$ cat src/rtl/mem_port_ctrl_pkg.sv
// Shared types for the CPU-to-memory port controller: FSM states,
// load/store size classes and the base byte-lane masks.
package mem_port_types;

    typedef enum logic [1:0] {
        IDLE  = 2'd0,
        ISSUE = 2'd1,
        DONE  = 2'd2,
        FAULT = 2'd3
    } state_e;

    // Same encodings as the rv32i load/store funct3 fields
    localparam logic [2:0] F3_BYTE   = 3'b000;
    localparam logic [2:0] F3_HALF   = 3'b001;
    localparam logic [2:0] F3_WORD   = 3'b010;
    localparam logic [2:0] F3_BYTE_U = 3'b100;
    localparam logic [2:0] F3_HALF_U = 3'b101;

    localparam logic [3:0] MASK_BYTE = 4'b0001;
    localparam logic [3:0] MASK_HALF = 4'b0011;
    localparam logic [3:0] MASK_WORD = 4'b1111;

endpackage

$ cat src/rtl/mem_port_mask.sv
// Combinational lane-mask and misalignment decode from funct3 and the
// low two address bits. Unknown funct3 values are treated as word accesses.
module mem_port_mask
    import mem_port_types::*;
(
    input  logic [2:0] funct3_i,
    input  logic [1:0] addr_lo_i,
    output logic [3:0] byte_enable_o,
    output logic       misaligned_o
);

    always_comb begin
        byte_enable_o = MASK_WORD;
        misaligned_o  = 1'b0;
        case (funct3_i)
            F3_BYTE, F3_BYTE_U: begin
                byte_enable_o = MASK_BYTE << addr_lo_i;
            end
            F3_HALF, F3_HALF_U: begin
                byte_enable_o = MASK_HALF << addr_lo_i;
                misaligned_o  = addr_lo_i[0];
            end
            default: begin
                misaligned_o = (addr_lo_i != 2'b00);
            end
        endcase
    end

endmodule

$ cat src/rtl/mem_port_ctrl.sv
// Single-request memory port controller between the multicycle CPU and the
// memory/cache port. Optional statistics counters under MEM_PORT_STATS_EN.
module mem_port_ctrl
    import mem_port_types::*;
#(
    parameter int unsigned STATS_WIDTH = 32
) (
    input  logic        clk,
    input  logic        rst,
    input  logic        cpu_read,
    input  logic        cpu_write,
    input  logic [31:0] cpu_address,
    input  logic [31:0] cpu_wdata,
    input  logic [2:0]  cpu_funct3,
    output logic [31:0] cpu_rdata,
    output logic        cpu_resp,
    output logic        cpu_misaligned,
    output logic        mem_read,
    output logic        mem_write,
    output logic [31:0] mem_address,
    output logic [31:0] mem_wdata,
    output logic [3:0]  mem_byte_enable,
    input  logic [31:0] mem_rdata,
    input  logic        mem_resp
`ifdef MEM_PORT_STATS_EN
    ,
    output logic [STATS_WIDTH-1:0] stat_reads,
    output logic [STATS_WIDTH-1:0] stat_writes,
    output logic [STATS_WIDTH-1:0] stat_stall_cycles
`endif
);

    state_e      state_q, state_d;
    logic [31:0] addr_q,  addr_d;
    logic [31:0] wdata_q, wdata_d;
    logic [3:0]  mask_q,  mask_d;
    logic        write_q, write_d;
    logic [31:0] rdata_q, rdata_d;

    logic [3:0]  req_mask;
    logic        req_misaligned;

    mem_port_mask u_mask (
        .funct3_i      (cpu_funct3),
        .addr_lo_i     (cpu_address[1:0]),
        .byte_enable_o (req_mask),
        .misaligned_o  (req_misaligned)
    );

    always_ff @(posedge clk or negedge rst) begin
        if (!rst) begin
            state_q <= IDLE;
            addr_q  <= '0;
            wdata_q <= '0;
            mask_q  <= '0;
            write_q <= 1'b0;
            rdata_q <= '0;
        end else begin
            state_q <= state_d;
            addr_q  <= addr_d;
            wdata_q <= wdata_d;
            mask_q  <= mask_d;
            write_q <= write_d;
            rdata_q <= rdata_d;
        end
    end

    always_comb begin
        state_d = state_q;
        addr_d  = addr_q;
        wdata_d = wdata_q;
        mask_d  = mask_q;
        write_d = write_q;
        rdata_d = rdata_q;
        case (state_q)
            IDLE: begin
                if (cpu_read || cpu_write) begin
                    addr_d  = {cpu_address[31:2], 2'b00};
                    wdata_d = cpu_wdata;
                    mask_d  = req_mask;
                    write_d = cpu_write;
                    state_d = req_misaligned ? FAULT : ISSUE;
                end
            end
            ISSUE: begin
                if (mem_resp) begin
                    if (!write_q) begin
                        rdata_d = mem_rdata;
                    end
                    state_d = DONE;
                end
            end
            DONE:    state_d = IDLE;
            FAULT:   state_d = IDLE;
            default: state_d = IDLE;
        endcase
    end

    // Strobes decode straight from state so an async reset drops them at once
    assign mem_read        = (state_q == ISSUE) && !write_q;
    assign mem_write       = (state_q == ISSUE) &&  write_q;
    assign mem_address     = addr_q;
    assign mem_wdata       = wdata_q;
    assign mem_byte_enable = mask_q;
    assign cpu_resp        = (state_q == DONE) || (state_q == FAULT);
    assign cpu_misaligned  = (state_q == FAULT);
    assign cpu_rdata       = rdata_q;

`ifdef MEM_PORT_STATS_EN
    logic [2:0] stat_inc;

    assign stat_inc[0] = (state_q == DONE)  && !write_q;
    assign stat_inc[1] = (state_q == DONE)  &&  write_q;
    assign stat_inc[2] = (state_q == ISSUE) && !mem_resp;

    generate
        for (genvar gi = 0; gi < 3; gi++) begin : g_stat
            logic [STATS_WIDTH-1:0] cnt_q;
            always_ff @(posedge clk or negedge rst) begin
                if (!rst) begin
                    cnt_q <= '0;
                end else if (stat_inc[gi] && (cnt_q != '1)) begin
                    cnt_q <= cnt_q + 1'b1;
                end
            end
        end
    endgenerate

    assign stat_reads        = g_stat[0].cnt_q;
    assign stat_writes       = g_stat[1].cnt_q;
    assign stat_stall_cycles = g_stat[2].cnt_q;
`else
    // Counters absent; STATS_WIDTH stays in the interface so builds swap freely.
    generate
        if (STATS_WIDTH == 0) begin : g_no_stats
        end
    endgenerate
`endif

endmodule

$ cat config.mk
export PLATFORM = sky130hd
export DESIGN_NAME = mem_port_ctrl
export DESIGN_NICKNAME = d
export VERILOG_FILES = /design/src/rtl/mem_port_ctrl_pkg.sv /design/src/rtl/mem_port_mask.sv /design/src/rtl/mem_port_ctrl.sv
export SDC_FILE = /design/constraint.sdc
export NUM_CORES = 1
export LEC_CHECK = 0
export CORE_UTILIZATION = 35
export DETAILED_ROUTE_END_ITERATION = 16
export GPL_ROUTABILITY_DRIVEN = 0
export GPL_TIMING_DRIVEN = 0
export PLACE_DENSITY = 0.84
export SETUP_SLACK_MARGIN = 0.05
export SLEW_MARGIN = 20
export SYNTH_ARGS = -nofsm -noshare
export SYNTH_HDL_FRONTEND = slang
export SYNTH_SLANG_ARGS = --single-unit
$ cat constraint.sdc
create_clock -name clk -period 2.05 [get_ports clk]
set_input_delay 0.41 -clock clk [delete_from_list [all_inputs] [get_ports clk]]
set_output_delay 0.41 -clock clk [all_outputs]
set_load 0.005 [all_outputs]
==> results of run 1 <==
-- synth_stat cells, types with 2 or more instances --
master / count / area [um^2]
nor2_1: 4 / 15.0
o21ai_0: 3 / 15.0
buf_12: 4 / 80.1
dfrtp_1: 101 / 2530
mux2_4: 40 / 601
o21bai_1: 2 / 15.0
mux2_1: 2 / 22.5
inv_1: 3 / 11.3
mux2_2: 56 / 631
buf_4: 4 / 30.0
buf_6: 3 / 33.8
-- worst min path at each step --
stage	startpoint	to	slack (ns)	cells past startpoint
2_1_floorplan	rst	cpu_rdata[0]	0.11	0
3_3_place_gp	cpu_rdata[5]	cpu_rdata[5]	0.47	1
3_5_place_dp	rst	cpu_rdata[10]	0.37	1
4_1_cts	cpu_rdata[15]	cpu_rdata[15]	0.51	1
5_1_grt	mem_wdata[19]	mem_wdata[19]	0.52	1
6_report	cpu_rdata[26]	cpu_rdata[26]	0.50	1
-- what timing repair did --
| item | 4_1_cts | 5_1_grt |
|---|---|---|
| hold buffers | 1 | 0 |
| setup endpoints to repair | 0 | 2 |
| gates resized for setup | 0 | 2 |
| endpoints found under the hold margin | 13 | 0 |
-- per-stage QoR --
step / TNS, ns / std cells / cell area, um^2
final: 0 / 601 / 6670
after global routing: 0 / 601 / 6670
after CTS: 0 / 601 / 6660
after detailed placement: 0 / 586 / 6360
after global placement: -304.22 / 585 / 6340
after floorplan: 0 / 238 / 4120
-- cells by family after synthesis --
kind of cell           count (synthesis)
multiplexers                          98
flip-flops                           101
buffers and inverters                 16
AO/OA/AOI/OAI                         10
other                                  1
AND/OR/NAND/NOR                       11
-- power breakdown --
group	switching (W)	internal, W
Clock	0.000707	0.000963
Combinational	0.00138	0.00344
Sequential	0.000577	0.00302
-- flip-flops by register name, indices dropped and copies added, names as in the netlist --
| signal | cells |
|---|---|
| cpu_rdata | 32 |
| mem_wdata | 32 |
| mem_address | 30 |
| mem_byte_enable | 4 |
| state_q | 2 |
| write_q | 1 |
-- area by class of cell --
| type | instances | area, um^2 | area share (%) |
|---|---|---|---|
| Sequential cell | 101 | 2530 | 37.9 |
| Timing Repair Buffer | 206 | 2090 | 31.3 |
| Multi-Input combinational cell | 121 | 1410 | 21.2 |
| Clock buffer | 10 | 239 | 3.58 |
| Tap cell | 143 | 179 | 2.68 |
| Buffer | 13 | 163 | 2.44 |
| Clock inverter | 4 | 50.0 | 0.750 |
| Inverter | 3 | 11.3 | 0.169 |
-- routing by layer --
metal / track usage, % / part of all wire [%]
met3: 7.41 / 12
met1: 17.5 / 37
met4: 6.48 / 1.5
met2: 26.7 / 50
met5: 0 / 0
-- worst max-delay path, cell delays in order (launching register included) --
cell	delay [ns]
dfrtp_1	0.42
and2_1	0.14
clkdlybuf4s50_1	0.51
==> flow_summary.ini, run 1 <==
[outcome]
run_status = complete, no violations

[worst_setup_path]
critical_path.endpoint_type = primary output
worst_r2r_endpoint = mem_byte_enable[0]
reg2reg_slack_ns = 0.49
timing_worst_setup_path_type = flip-flop to primary output
timing.reg2reg.worst_path_depth = 5
crit_required_ns = 1.64
worst-endpoint-arrival_ns = 1.41
timing.critical_path.to = cpu_misaligned
critical_path.startpoint = state_q[0]
cp_max_fo = 3
worstReg2RegStart = state_q[1]
critPathLaunchType = flip-flop

[synthesis]
synth.yosys.seq_area_share_pct = 61.5
synth-xor-area-share_pct = 0
syn_area_mm2 = 0.00411
yosysWarningCount = 0
synth.avg_cell_area_um2 = 17.3
synth_cell_types = 26
count_of_mapped_cells_out_of_synthesis = 237
asyncSetResetFlopFracSynth_pct = 100
edff_count_synth = 0
most_common_flop_cell_mapped_by_yosys = dfrtp_1
dominant_combinational_cell_family_by_area_after_synthesis = multiplexers
synth_compound_gate_area_share_pct = 1.86
synth.ff_latch_count = 101
synthSimpleGateAreaFrac_pct = 1.86
synth_fa_ha_area_share_pct = 0
yosys-mux-area-fraction_pct = 30.5

[placement]
pre_cts_ws_ns = 0.0386
post-dp-hpwl_um = 7280
port_buffers = 204

[power]
cellLeakagePower_nw = 2.87
totalPowerFinal_w = 0.0101
ir_drop_mv = 0.949
power_density_mw_per_mm2 = 1510

[drt]
via_count = 2728
antenna_violating_nets_post_route = 0
drcViolationCount = 0
routed_wl_um = 9540
first_iter_violations = 48
avgViaCountPerCell = 4.54
route.detailed.wl_per_inst_um = 15.9
firstDrtPassIters = 4

[timing]
rsz0062_at_grt = no
worst_clk_skew_ns = 0.00624
holdWs_ns = 0.505
min_period_over_period_pct = 89.0
setup_slack_ns = 0.225
clock.fmax_ghz = 0.548
hold_violations = 0
finalSetupViolCount = 0
slew_violations = 0
layout_min_cycle_time_ns = 1.82

[grt]
number_of_global_route_vias_before_repair = 2871
grt_max_degree = 57
grt_use_total_pct = 16.0
globalRouteOverflowTotal = 0
grt_antenna_before_repair = 0
grt_pass1_wl_um = 14300

[floorplan]
die-height_um = 110
core_region_area_mm2 = 0.0114
core.rowCount = 39
initial_core_util_pct = 36.0
dieWidth_um = 110
io-pin-count = 208
die_area_mm2 = 0.0122

[clock_tree]
h-tree-depth = 3
postCtsSetupRepairBufs = 0
cts_made_buffers = 9
clk-insertion-delay-late_ns = 0.34
cts_tree = done
clk_pin_slew_worst_paths_ns = 0.06
maximum_clock_insertion_buffer_count = 2
clkSinkCount = 101
clock_tree.root_cell = clkbuf_16

[finish]
area.growth.synth_to_final_pct = 62.2
antenna_cells = 0
filler_cell_count = 903
fin_nets = 559
postLayoutCoreUtil_pct = 58.4
commonest_non_fill_non_tap_cells_in_the_layout = 201 x clkdlybuf4s50_1, 101 x dfrtp_1, 56 x mux2_2
final_layout_size_suffix_gt1_share_pct = 27.9
layout.cells.most_common = clkdlybuf4s50_1

[worst_hold_path]
holdCritPathClass = flip-flop to flip-flop

[flow_run]
max_cap_violations = 0
Power figures use the tool's default switching activity.
==> inputs of run 2 (changes only) <==
SLEW_MARGIN = 5   (was 20)
==> run 2 against run 1 <==
Effect of this change:
- clock power barely moved
- routed wire length rose by 1.9%
- sequential power barely moved
- fmax fell by 0.92%
- non-clock buffer count did not move
- largest cell class unchanged
- count of clock-buffer cells in the layout did not move
==> flow_summary.ini, run 2 (same netlist as run 1, synthesis figures left out) <==
[timing]
holdWs_ns = 0.0748
clock.fmax_ghz = 0.543
tightest_slew_margin_relative_to_the_limit_pct = 57.0
layout_min_cycle_time_ns = 1.84
hold_violations = 0
setup_slack_ns = 0.208
slew_violations = 0
finalSetupViolCount = 0
rsz0062_at_grt = no
worst_clk_skew_ns = 0.00460
min_period_over_period_pct = 89.8
max_slew.worst_pin.slew_ns = 0.645
sum_neg_setup_slack_ns = 0

[drt]
avgViaCountPerCell = 4.51
route.detailed.wl_per_inst_um = 16.2
firstDrtPassIters = 3
drcViolationCount = 0
routed_wl_um = 9730
antenna_violating_nets_post_route = 0
first_iter_violations = 50
via_count = 2712

[finish]
commonest_non_fill_non_tap_cells_in_the_layout = 201 x clkdlybuf4s50_1, 101 x dfrtp_1, 56 x mux2_2
regArea_mm2 = 0.00253
final_design_area_excluding_fillers_mm2 = 0.00666
antenna_cells = 0
fin_nets = 559
multi_input_area_mm2 = 0.00141
final_layout_size_suffix_gt1_share_pct = 28.2
filler_cell_count = 909
area.growth.synth_to_final_pct = 62.1
layout.cells.most_common = clkdlybuf4s50_1
layoutNonFillerInstCount = 601

[clock_tree]
cts_made_buffers = 9
cts_tree = done
clk_pin_slew_worst_paths_ns = 0.06
clk-insertion-delay-late_ns = 0.35
clock_tree.root_cell = clkbuf_16
h-tree-depth = 3
clkSinkCount = 101
cts-hold-fix-buffers = 0
maximum_clock_insertion_buffer_count = 2

[worst_setup_path]
worstReg2RegStart = state_q[1]
critPathLaunchType = flip-flop
reg2reg_slack_ns = 0.50
worst_r2r_endpoint = mem_byte_enable[0]
cp_max_fo = 4
timing_worst_setup_path_type = flip-flop to primary output
critical_path.endpoint_type = primary output
worst-endpoint-arrival_ns = 1.43
timing.reg2reg.worst_path_depth = 5
crit_required_ns = 1.64

[power]
cell_internal_pwr_w = 0.00744
power_switching_share_pct = 26.5
seq_power_share_pct = 35.6
power_density_mw_per_mm2 = 1520
ir_drop_mv = 0.941
netSwitchingPower_w = 0.00269
power_frac_clock_pct = 16.6
cellLeakagePower_nw = 2.87
comb_power_share_pct = 47.8

[floorplan]
core_region_area_mm2 = 0.0114
core.rowCount = 39
dieWidth_um = 110
initial_core_util_pct = 36.0
die-height_um = 110
io-pin-count = 208
die_area_mm2 = 0.0122

[grt]
grt_antenna_before_repair = 0
number_of_global_route_vias_before_repair = 2832
grt_max_degree = 55
grt_use_total_pct = 16.4
grt_pass1_wl_um = 14500
globalRouteOverflowTotal = 0

[placement]
port_buffers = 204
dpl-instance-area_mm2 = 0.00636
post-dp-hpwl_um = 7310
total_placed_cells_including_tap_cells = 586
pre_cts_ws_ns = 0.0533

[outcome]
run_status = complete, no violations

[worst_hold_path]
holdCritPathClass = primary input to asynchronous set/reset pin

[flow_run]
max_cap_violations = 0
==> run 2: changes by cell type in the layout (fill, tap and decap cells not counted) <==
cell | before | now
buf_4 | 4 | 6
buf_6 | 4 | 3
dlygate4sd3_1 | 1 | 0
==> run 2: worst max-delay path by stage <==
stage,depth (start not counted),start,end,slack [ns]
final,3,state_q[1],cpu_resp,0.21
after global routing,3,state_q[1],cpu_resp,0.14
after CTS,3,state_q[1],mem_write,0.05
after detailed placement,5,mem_resp,cpu_rdata[17],0.05
after global placement,1,rst,mem_address[16],-3.02
after floorplan,5,state_q[1],mem_address[10],0.64
==> run 2: layout make-up <==
type                       instances  share of cell area [%]
sequential                       101                    37.9
timing repair buffer             206                    31.2
multi-input combinational        121                    21.2
clock buffer                      10                    3.59
tap                              143                    2.69
buffer                            13                    2.44
clock inverter                     4                   0.751
inverter                           3                   0.169
==> run 2: repair_timing <==
item,in CTS,in global routing
gates resized for setup,0,2
buffers inserted,0,1
setup endpoints to repair,0,2
==> run 2: through the flow <==
step	total power (W)	utilization, %
global placement	0.00835	55.5
global route	0.0108	58.3
floorplan	0.00581	-
finish	0.0101	58.3
CTS	0.0103	58.2
detailed placement	0.00852	55.7
==> run 2: worst max-delay path, stage by stage (launching register included) <==
cell	delay, ns
dfrtp_1	0.39
buf_4	0.13
clkbuf_1	0.07
clkdlybuf4s50_1	0.50
==> run 2: layer usage <==
| layer | part of all wire [%] | vias up | global-route usage [%] |
|---|---|---|---|
| met5 | 0 | - | 0 |
| met4 | 1.0 | 0 | 4.51 |
| met3 | 12 | 7 | 9.52 |
| met2 | 50 | 133 | 27.5 |
| met1 | 37 | 1320 | 17.7 |
| li1 | - | 1252 | - |
==> run 2: power groups by stage <==
stage	Combinational (W)	Clock [W]	Sequential [W]
final	0.00484	0.00168	0.00361
after global routing	0.00520	0.00183	0.00374
after global placement	0.00477	0	0.00357
after CTS	0.00492	0.00175	0.00363
after detailed placement	0.00488	0	0.00364
after floorplan	0.00216	0	0.00365
